File: config.mk
export PLATFORM = sky130hd
export DESIGN_NAME = spart_echo_system
export DESIGN_NICKNAME = d
export VERILOG_FILES = /design/src/rtl/spart_echo_system.sv
export SDC_FILE = /design/constraint.sdc
export NUM_CORES = 1
export LEC_CHECK = 0
export CORE_UTILIZATION = 58
export CTS_BUF_LIST = sky130_fd_sc_hd__clkbuf_8
export CTS_CLUSTER_SIZE = 10
export DETAILED_ROUTE_END_ITERATION = 12
export GPL_TIMING_DRIVEN = 0
export PLACE_DENSITY = 0.79
export SLEW_MARGIN = 25
export SYNTH_ARGS = -nofsm -noshare
export SYNTH_HDL_FRONTEND = slang
export SYNTH_SLANG_ARGS = --single-unit
File: constraint.sdc
create_clock -name clk -period 3.4 [get_ports clk]
set_input_delay 0.68 -clock clk [delete_from_list [all_inputs] [get_ports clk]]
set_output_delay 0.68 -clock clk [all_outputs]
set_load 0.005 [all_outputs]
File: src/rtl/spart_echo_system.sv
// Serial echo subsystem: a SPART (UART with a register bus) plus a driver that programs the baud
// divisor from br_cfg and re-sends every received byte; the start bit leaves 4 clocks after rda rises.

module spart (
  input  logic       clk,
  input  logic       rst,
  input  logic       iocs_i,
  input  logic       iorw_i,
  input  logic [1:0] ioaddr_i,
  input  logic [7:0] bus_wr_i,
  output logic [7:0] bus_rd_o,
  output logic       bus_oe_o,
  input  logic       rxd_i,
  output logic       txd_o,
  output logic [7:0] rx_data_o,
  output logic       rx_strobe_o
);

  typedef enum logic [1:0] {RX_IDLE, RX_START, RX_DATA, RX_STOP} rx_state_e;
  typedef enum logic {TX_IDLE, TX_BUSY} tx_state_e;

  logic [15:0] db_q;
  logic        rxd_s1_q, rxd_s2_q, rxd_prev_q;
  rx_state_e   rx_state_q, rx_state_d;
  logic [15:0] rx_cnt_q, rx_cnt_d;
  logic [2:0]  rx_bit_q, rx_bit_d;
  logic [7:0]  rx_shift_q, rx_shift_d;
  logic [7:0]  rx_buf_q;
  logic        rda_q, rx_strobe_q, rx_done;
  tx_state_e   tx_state_q, tx_state_d;
  logic [15:0] tx_cnt_q, tx_cnt_d;
  logic [3:0]  tx_bit_q, tx_bit_d;
  logic [8:0]  tx_shift_q, tx_shift_d;
  logic        txd_q, txd_d;
  logic        tbr;
  logic        wr_tx, rd_rx, wr_lo, wr_hi;

  assign wr_tx = iocs_i && !iorw_i && (ioaddr_i == 2'b00);
  assign rd_rx = iocs_i &&  iorw_i && (ioaddr_i == 2'b00);
  assign wr_lo = iocs_i && !iorw_i && (ioaddr_i == 2'b10);
  assign wr_hi = iocs_i && !iorw_i && (ioaddr_i == 2'b11);
  assign tbr   = (tx_state_q == TX_IDLE);

  assign bus_oe_o    = iocs_i && iorw_i;
  assign txd_o       = txd_q;
  assign rx_data_o   = rx_buf_q;
  assign rx_strobe_o = rx_strobe_q;

  always_comb begin
    bus_rd_o = 8'h00;
    case (ioaddr_i)
      2'b00:   bus_rd_o = rx_buf_q;
      2'b01:   bus_rd_o = {6'b0, tbr, rda_q};
      default: bus_rd_o = 8'h00;
    endcase
  end

  // Receiver: half-period delay from the falling edge puts every later sample at mid-bit.
  always_comb begin
    rx_state_d = rx_state_q;
    rx_cnt_d   = rx_cnt_q;
    rx_bit_d   = rx_bit_q;
    rx_shift_d = rx_shift_q;
    rx_done    = 1'b0;
    case (rx_state_q)
      RX_IDLE: begin
        if (rxd_prev_q && !rxd_s2_q) begin
          rx_cnt_d   = {1'b0, db_q[15:1]};
          rx_state_d = RX_START;
        end
      end
      RX_START: begin
        if (rx_cnt_q != 16'd0) begin
          rx_cnt_d = rx_cnt_q - 16'd1;
        end else if (rxd_s2_q) begin
          rx_state_d = RX_IDLE;
        end else begin
          rx_cnt_d   = db_q;
          rx_bit_d   = 3'd0;
          rx_state_d = RX_DATA;
        end
      end
      RX_DATA: begin
        if (rx_cnt_q != 16'd0) begin
          rx_cnt_d = rx_cnt_q - 16'd1;
        end else begin
          rx_shift_d = {rxd_s2_q, rx_shift_q[7:1]};
          rx_cnt_d   = db_q;
          rx_bit_d   = rx_bit_q + 3'd1;
          if (rx_bit_q == 3'd7) rx_state_d = RX_STOP;
        end
      end
      RX_STOP: begin
        if (rx_cnt_q != 16'd0) begin
          rx_cnt_d = rx_cnt_q - 16'd1;
        end else begin
          rx_done    = rxd_s2_q;
          rx_state_d = RX_IDLE;
        end
      end
      default: rx_state_d = RX_IDLE;
    endcase
  end

  // Transmitter: txd is registered, so the start bit appears the cycle after the write.
  always_comb begin
    tx_state_d = tx_state_q;
    tx_cnt_d   = tx_cnt_q;
    tx_bit_d   = tx_bit_q;
    tx_shift_d = tx_shift_q;
    txd_d      = txd_q;
    case (tx_state_q)
      TX_IDLE: begin
        if (wr_tx) begin
          txd_d      = 1'b0;
          tx_shift_d = {1'b1, bus_wr_i};
          tx_cnt_d   = db_q;
          tx_bit_d   = 4'd0;
          tx_state_d = TX_BUSY;
        end
      end
      TX_BUSY: begin
        if (tx_cnt_q != 16'd0) begin
          tx_cnt_d = tx_cnt_q - 16'd1;
        end else if (tx_bit_q == 4'd9) begin
          tx_state_d = TX_IDLE;
        end else begin
          txd_d      = tx_shift_q[0];
          tx_shift_d = {1'b1, tx_shift_q[8:1]};
          tx_cnt_d   = db_q;
          tx_bit_d   = tx_bit_q + 4'd1;
        end
      end
      default: tx_state_d = TX_IDLE;
    endcase
  end

  always_ff @(posedge clk or posedge rst) begin
    if (rst) begin
      db_q        <= '0;
      rxd_s1_q    <= 1'b1;
      rxd_s2_q    <= 1'b1;
      rxd_prev_q  <= 1'b1;
      rx_state_q  <= RX_IDLE;
      rx_cnt_q    <= '0;
      rx_bit_q    <= '0;
      rx_shift_q  <= '0;
      rx_buf_q    <= '0;
      rda_q       <= 1'b0;
      rx_strobe_q <= 1'b0;
      tx_state_q  <= TX_IDLE;
      tx_cnt_q    <= '0;
      tx_bit_q    <= '0;
      tx_shift_q  <= '0;
      txd_q       <= 1'b1;
    end else begin
      rxd_s1_q    <= rxd_i;
      rxd_s2_q    <= rxd_s1_q;
      rxd_prev_q  <= rxd_s2_q;
      rx_state_q  <= rx_state_d;
      rx_cnt_q    <= rx_cnt_d;
      rx_bit_q    <= rx_bit_d;
      rx_shift_q  <= rx_shift_d;
      rx_strobe_q <= rx_done;
      tx_state_q  <= tx_state_d;
      tx_cnt_q    <= tx_cnt_d;
      tx_bit_q    <= tx_bit_d;
      tx_shift_q  <= tx_shift_d;
      txd_q       <= txd_d;
      // A byte completing in the same cycle as a buffer read keeps rda set.
      if (rx_done) begin
        rx_buf_q <= rx_shift_q;
        rda_q    <= 1'b1;
      end else if (rd_rx) begin
        rda_q    <= 1'b0;
      end
      if (wr_lo) db_q[7:0]  <= bus_wr_i;
      if (wr_hi) db_q[15:8] <= bus_wr_i;
    end
  end

endmodule

module spart_driver #(
  parameter int CLK_FREQ = 50000000
) (
  input  logic       clk,
  input  logic       rst,
  input  logic [1:0] br_cfg_i,
  input  logic [7:0] bus_rd_i,
  output logic       iocs_o,
  output logic       iorw_o,
  output logic [1:0] ioaddr_o,
  output logic [7:0] bus_wr_o
);

  typedef enum logic [2:0] {CFG_LO, CFG_HI, IDLE, READ, WAIT_TBR, WRITE} drv_state_e;

  localparam logic [15:0] DIV_4800  = 16'(CLK_FREQ / 4800 - 1);
  localparam logic [15:0] DIV_9600  = 16'(CLK_FREQ / 9600 - 1);
  localparam logic [15:0] DIV_19200 = 16'(CLK_FREQ / 19200 - 1);
  localparam logic [15:0] DIV_38400 = 16'(CLK_FREQ / 38400 - 1);

  function automatic logic [15:0] divisor(input logic [1:0] sel);
    logic [15:0] d;
    d = DIV_4800;
    case (sel)
      2'b00: d = DIV_4800;
      2'b01: d = DIV_9600;
      2'b10: d = DIV_19200;
      2'b11: d = DIV_38400;
      default: d = DIV_4800;
    endcase
    return d;
  endfunction

  drv_state_e  state_q, state_d;
  logic [1:0]  br_q, cfg_q, cfg_d;
  logic [7:0]  echo_q, echo_d;
  logic [15:0] div_new, div_cur;

  // cfg_q holds the setting being programmed so both halves come from the same table entry.
  assign div_new = divisor(br_q);
  assign div_cur = divisor(cfg_q);

  // Bus outputs depend only on state so the databus read path never loops back into them.
  always_comb begin
    iocs_o   = 1'b1;
    iorw_o   = 1'b1;
    ioaddr_o = 2'b01;
    bus_wr_o = 8'h00;
    case (state_q)
      CFG_LO: begin
        iorw_o   = 1'b0;
        ioaddr_o = 2'b10;
        bus_wr_o = div_new[7:0];
      end
      CFG_HI: begin
        iorw_o   = 1'b0;
        ioaddr_o = 2'b11;
        bus_wr_o = div_cur[15:8];
      end
      READ: ioaddr_o = 2'b00;
      WRITE: begin
        iorw_o   = 1'b0;
        ioaddr_o = 2'b00;
        bus_wr_o = echo_q;
      end
      default: ;
    endcase
  end

  always_comb begin
    state_d = state_q;
    cfg_d   = cfg_q;
    echo_d  = echo_q;
    case (state_q)
      CFG_LO: begin
        cfg_d   = br_q;
        state_d = CFG_HI;
      end
      CFG_HI: state_d = IDLE;
      IDLE: begin
        if (br_q != cfg_q)    state_d = CFG_LO;
        else if (bus_rd_i[0]) state_d = READ;
      end
      READ: begin
        echo_d  = bus_rd_i;
        state_d = WAIT_TBR;
      end
      WAIT_TBR: if (bus_rd_i[1]) state_d = WRITE;
      WRITE:    state_d = IDLE;
      default:  state_d = CFG_LO;
    endcase
  end

  always_ff @(posedge clk or posedge rst) begin
    if (rst) begin
      state_q <= CFG_LO;
      br_q    <= 2'b00;
      cfg_q   <= 2'b00;
      echo_q  <= 8'h00;
    end else begin
      state_q <= state_d;
      br_q    <= br_cfg_i;
      cfg_q   <= cfg_d;
      echo_q  <= echo_d;
    end
  end

endmodule

module spart_echo_system #(
  parameter int CLK_FREQ = 50000000
) (
  input  logic       clk,
  input  logic       rst,
  input  logic [1:0] br_cfg,
  input  logic       rxd,
  output logic       txd,
  output logic [7:0] rx_data,
  output logic       rx_strobe
);

  logic       iocs, iorw, spart_oe;
  logic [1:0] ioaddr;
  logic [7:0] databus, spart_rd, drv_wr;

  // On-chip bus resolved as a mux: the SPART owns it during reads, the driver otherwise.
  assign databus = spart_oe ? spart_rd : drv_wr;

  spart u_spart (
    .clk         (clk),
    .rst         (rst),
    .iocs_i      (iocs),
    .iorw_i      (iorw),
    .ioaddr_i    (ioaddr),
    .bus_wr_i    (databus),
    .bus_rd_o    (spart_rd),
    .bus_oe_o    (spart_oe),
    .rxd_i       (rxd),
    .txd_o       (txd),
    .rx_data_o   (rx_data),
    .rx_strobe_o (rx_strobe)
  );

  spart_driver #(.CLK_FREQ(CLK_FREQ)) u_driver (
    .clk      (clk),
    .rst      (rst),
    .br_cfg_i (br_cfg),
    .bus_rd_i (databus),
    .iocs_o   (iocs),
    .iorw_o   (iorw),
    .ioaddr_o (ioaddr),
    .bus_wr_o (drv_wr)
  );

endmodule

==> impl_metrics.env, run 1 <==
export IMPL_outcome="finished clean"
export IMPL_synthesis_nets=573
export IMPL_reg2reg_from="u_spart.rx_cnt_q[4]"
export IMPL_vias_per_cell=6.33
export IMPL_yosysWarnings=0
export IMPL_routed_wl_um=12300
export IMPL_clkPwrFrac=0.152
export IMPL_fin_crit_sh=0.908
export IMPL_fin_cells=697
export IMPL_fin_nets=601
export IMPL_netlist_instances=556
export IMPL_area_growth_syn_to_layout_pct=10.2
export IMPL_numPortBuffers=14
export IMPL_drt_iter0_drc=490
export IMPL_hp_start="u_spart.rxd_s1_q"
export IMPL_relSlewSlack=0.364
export IMPL_cts_root_buf="clkbuf_8"
export IMPL_fmax_ghz=0.324
export IMPL_power_mw=4.89
export IMPL_dp_hpwl_um=8890
export IMPL_hold_path_depth=0
export IMPL_first_pass_iters=6
export IMPL_yosys_area_top_type="dfrtp_1"
export IMPL_hp_class="flop to flop"
export IMPL_worstMarginPinSlew_ns=0.945
export IMPL_required_ns=3.65
export IMPL_ant_nets=0
export IMPL_min_to="u_spart.rxd_s2_q"
export IMPL_max_vdd_ir_drop_mv=0.426
export IMPL_cts_max_level=3
export IMPL_grt_first_pass_wirelength_um=20500
export IMPL_end_kind="flop"
export IMPL_layout_drive_gt1_share=0.124
export IMPL_cts_resized_gates=0
export IMPL_cts_tree="built"
export IMPL_cts_hold_buf=0
export IMPL_wire_per_inst_um=17.6
export IMPL_finalMaxSlewViolations=0
export IMPL_synth_area_um2=5290
export IMPL_synth_async_sr_flop_share=1.00
export IMPL_clock_skew_ns=0.0179
export IMPL_worstPathArrival_ns=3.34
export IMPL_crit_cells=6
export IMPL_track_usage=0.270
export IMPL_post_route_min_period_ns=3.09
export IMPL_drc_errors=0
export IMPL_slowest_stage="nor4_1"
export IMPL_clkSinkCount=104
export IMPL_seq_power_share=0.411
export IMPL_gp_congestion=0.921
export IMPL_layout_common_cells="dfrtp_1, nand2_1, nor2_1, o21ai_0, mux2_2"
export IMPL_synth_edff_count=0
export IMPL_synth_flop_cell="dfrtp_1"
export IMPL_seq_area_frac_synth=0.493
export IMPL_die_y_um=97.5
export IMPL_route_met3_wl_um=804
export IMPL_worstSetupPathType="flop to flop"
export IMPL_power_density_nw_per_um2=839
export IMPL_top_layer_used="met4"
export IMPL_cpPeakStageDelay_ns=0.84
export IMPL_cp_cell_sequence="nor4_1 -> nand4_1 -> a21oi_1 -> nor3_1 -> a311oi_1 -> o31ai_1"
export IMPL_synth_seq_cells=104
export IMPL_grt_overflow=0
export IMPL_cts_made_buffers=9
export IMPL_m1WireLength_um=5250
export IMPL_core_region_area_um2=8760
export IMPL_netlist_area_leader_share=0.473
export IMPL_antennaDiodeCount=0
export IMPL_ys_types=62
export IMPL_dp_cells=681
export IMPL_rsz0062_at_grt="false"
export IMPL_pin_count=15
export IMPL_final_common_cell="dfrtp_1"
export IMPL_syn_avg_cell_area_um2=9.52
export IMPL_die_area_um2=9510
export IMPL_crit_family="simple AND/OR/NAND/NOR gates"
export IMPL_die_w_um=97.5
export IMPL_p_comb_frac=0.437
export IMPL_path_buf_inv=0
export IMPL_via_count=4410
export IMPL_finalHoldViolCount=0
export IMPL_clock_latency_ns=0.37
export IMPL_grt_antenna_before_repair=0
export IMPL_reg2regPathDepth=6
export IMPL_wl_met2_um=5900
export IMPL_finalSetupTns_ns=0
export IMPL_finalSetupViolCount=0
export IMPL_swShare=0.443
export IMPL_path_clk_slew_ns=0.10
export IMPL_hold_ws_ns=0.363
export IMPL_critPathLaunch="u_spart.rx_cnt_q[4]"
export IMPL_crit_fanout=8
export IMPL_drv_cap=0
export IMPL_r2r_slack_ns=0.31
export IMPL_cts_buffer_depth=2
export IMPL_grt_pass1_vias=4255
export IMPL_cts_setup_buffers=0
export IMPL_rr_endpoint="u_spart.rx_cnt_q[11]"
export IMPL_synth_area_leaders="dfrtp_1, o21ai_0, nand2_1, mux2_2, nor2_1"
export IMPL_rows=34
export IMPL_grt_max_degree=34
export IMPL_p_switching_mw=2.16
export IMPL_internal_power_mw=2.73
export IMPL_start_kind="flop"
export IMPL_p_leak_nw=2.54
export IMPL_initial_utilization=0.604
worst register-to-register path: stages, from the launching register on:
cell and delay (ns):
dfrtp_1 0.45, nor4_1 0.84, nand4_1 0.40, a21oi_1 0.69, nor3_1 0.13, a311oi_1 0.34
o31ai_1 0.10
through the flow:
step                       util  setup slack (ns)  cell area, um^2
final                     0.665             0.313             5830
after global routing      0.665            0.0725             5830
after CTS                 0.665             0.410             5830
after detailed placement  0.644             0.397             5640
after global placement    0.636             0.476             5570
after floorplan               -              1.03             5300
layer usage:
metal	GRT usage	vias to the layer above
met3	0.0388	28
met5	0	-
met2	0.434	182
met4	0.122	0
li1	-	2059
met1	0.365	2141
flip-flops by register name, indices dropped and copies added (netlist names), 2 cells and up, named ones only:
register	flops
u_spart.db_q	16
u_spart.rx_cnt_q	16
u_spart.tx_cnt_q	16
u_spart.tx_shift_q	9
u_driver.echo_q	8
u_spart.rx_data_o	8
u_spart.rx_shift_q	8
u_spart.tx_bit_q	4
u_driver.state_q	3
u_spart.rx_bit_q	3
u_driver.br_q	2
u_driver.cfg_q	2
power groups by stage:
stage | registers (mW) | logic [mW] | clock network [mW]
3_5_place_dp | 2.02 | 2.09 | 0
5_1_grt | 2.06 | 2.40 | 0.801
4_1_cts | 2.00 | 2.10 | 0.750
3_3_place_gp | 2.00 | 1.99 | 0
6_report | 2.01 | 2.14 | 0.744
2_1_floorplan | 1.90 | 1.64 | 0
logic make-up (layout without fill, tap and decap cells):
kind of cell               Yosys count  after routing  share of synthesized area
and+or+nand+nor                    209            209                      0.187
AOI/OAI and AO/OA                  145            145                      0.182
DFF                                104            104                      0.493
buffers and inverters               50             83                     0.0390
muxes                               23             23                     0.0487
adders and majority gates           13             13                     0.0303
xor gates and xnor gates            12             12                     0.0199
cells in the mapped netlist (3+ instances only):
| master | number |
|---|---|
| nand3_1 | 19 |
| inv_1 | 18 |
| nor3_1 | 20 |
| a311oi_1 | 3 |
| clkbuf_1 | 21 |
| o31ai_1 | 9 |
| a21oi_2 | 5 |
| a211oi_1 | 3 |
| nand2b_1 | 4 |
| dfrtp_1 | 100 |
| or3_1 | 6 |
| a31oi_1 | 5 |
| dfstp_2 | 4 |
| nand4_1 | 6 |
| nand2_1 | 68 |
| o21ai_0 | 51 |
| nor3b_1 | 3 |
| a221oi_1 | 4 |
| o21ai_2 | 6 |
| o311ai_0 | 4 |
| a21o_1 | 3 |
| or4_1 | 8 |
| ha_1 | 12 |
| xnor2_1 | 10 |
| nand3b_1 | 3 |
| buf_2 | 6 |
| nor4_1 | 7 |
| o211ai_1 | 10 |
| nor2_1 | 53 |
| a22oi_1 | 3 |
| o22ai_1 | 6 |
| a21oi_1 | 18 |
| mux2_2 | 22 |
worst max-delay path by stage:
stage	slack [ns]	end
after floorplan	1.03	u_spart.tx_shift_q[2]
after global placement	0.48	u_spart.tx_cnt_q[4]
after detailed placement	0.40	u_spart.rx_cnt_q[11]
after CTS	0.41	u_spart.rx_cnt_q[11]
after global routing	0.07	u_spart.rx_cnt_q[11]
final	0.31	u_spart.rx_cnt_q[11]
cell type report:
| type | instances | area [um^2] |
|---|---|---|
| plain buffers | 31 | 135 |
| clock buffers | 11 | 151 |
| clock inverters | 5 | 40.0 |
| fillers | 665 | 2930 |
| inverters | 19 | 75.1 |
| multi-input cells | 402 | 2480 |
| flip-flops and latches | 104 | 2610 |
| well taps | 108 | 135 |
| repair buffers | 17 | 208 |
No activity file was read; power rests on OpenSTA's default activity.
==> run 2, diff against run 1 <==
CAP_MARGIN = 10   (was not set)
==> results of run 2 <==
Same layout as run 1: the final DEF is identical, and so are final timing and power.
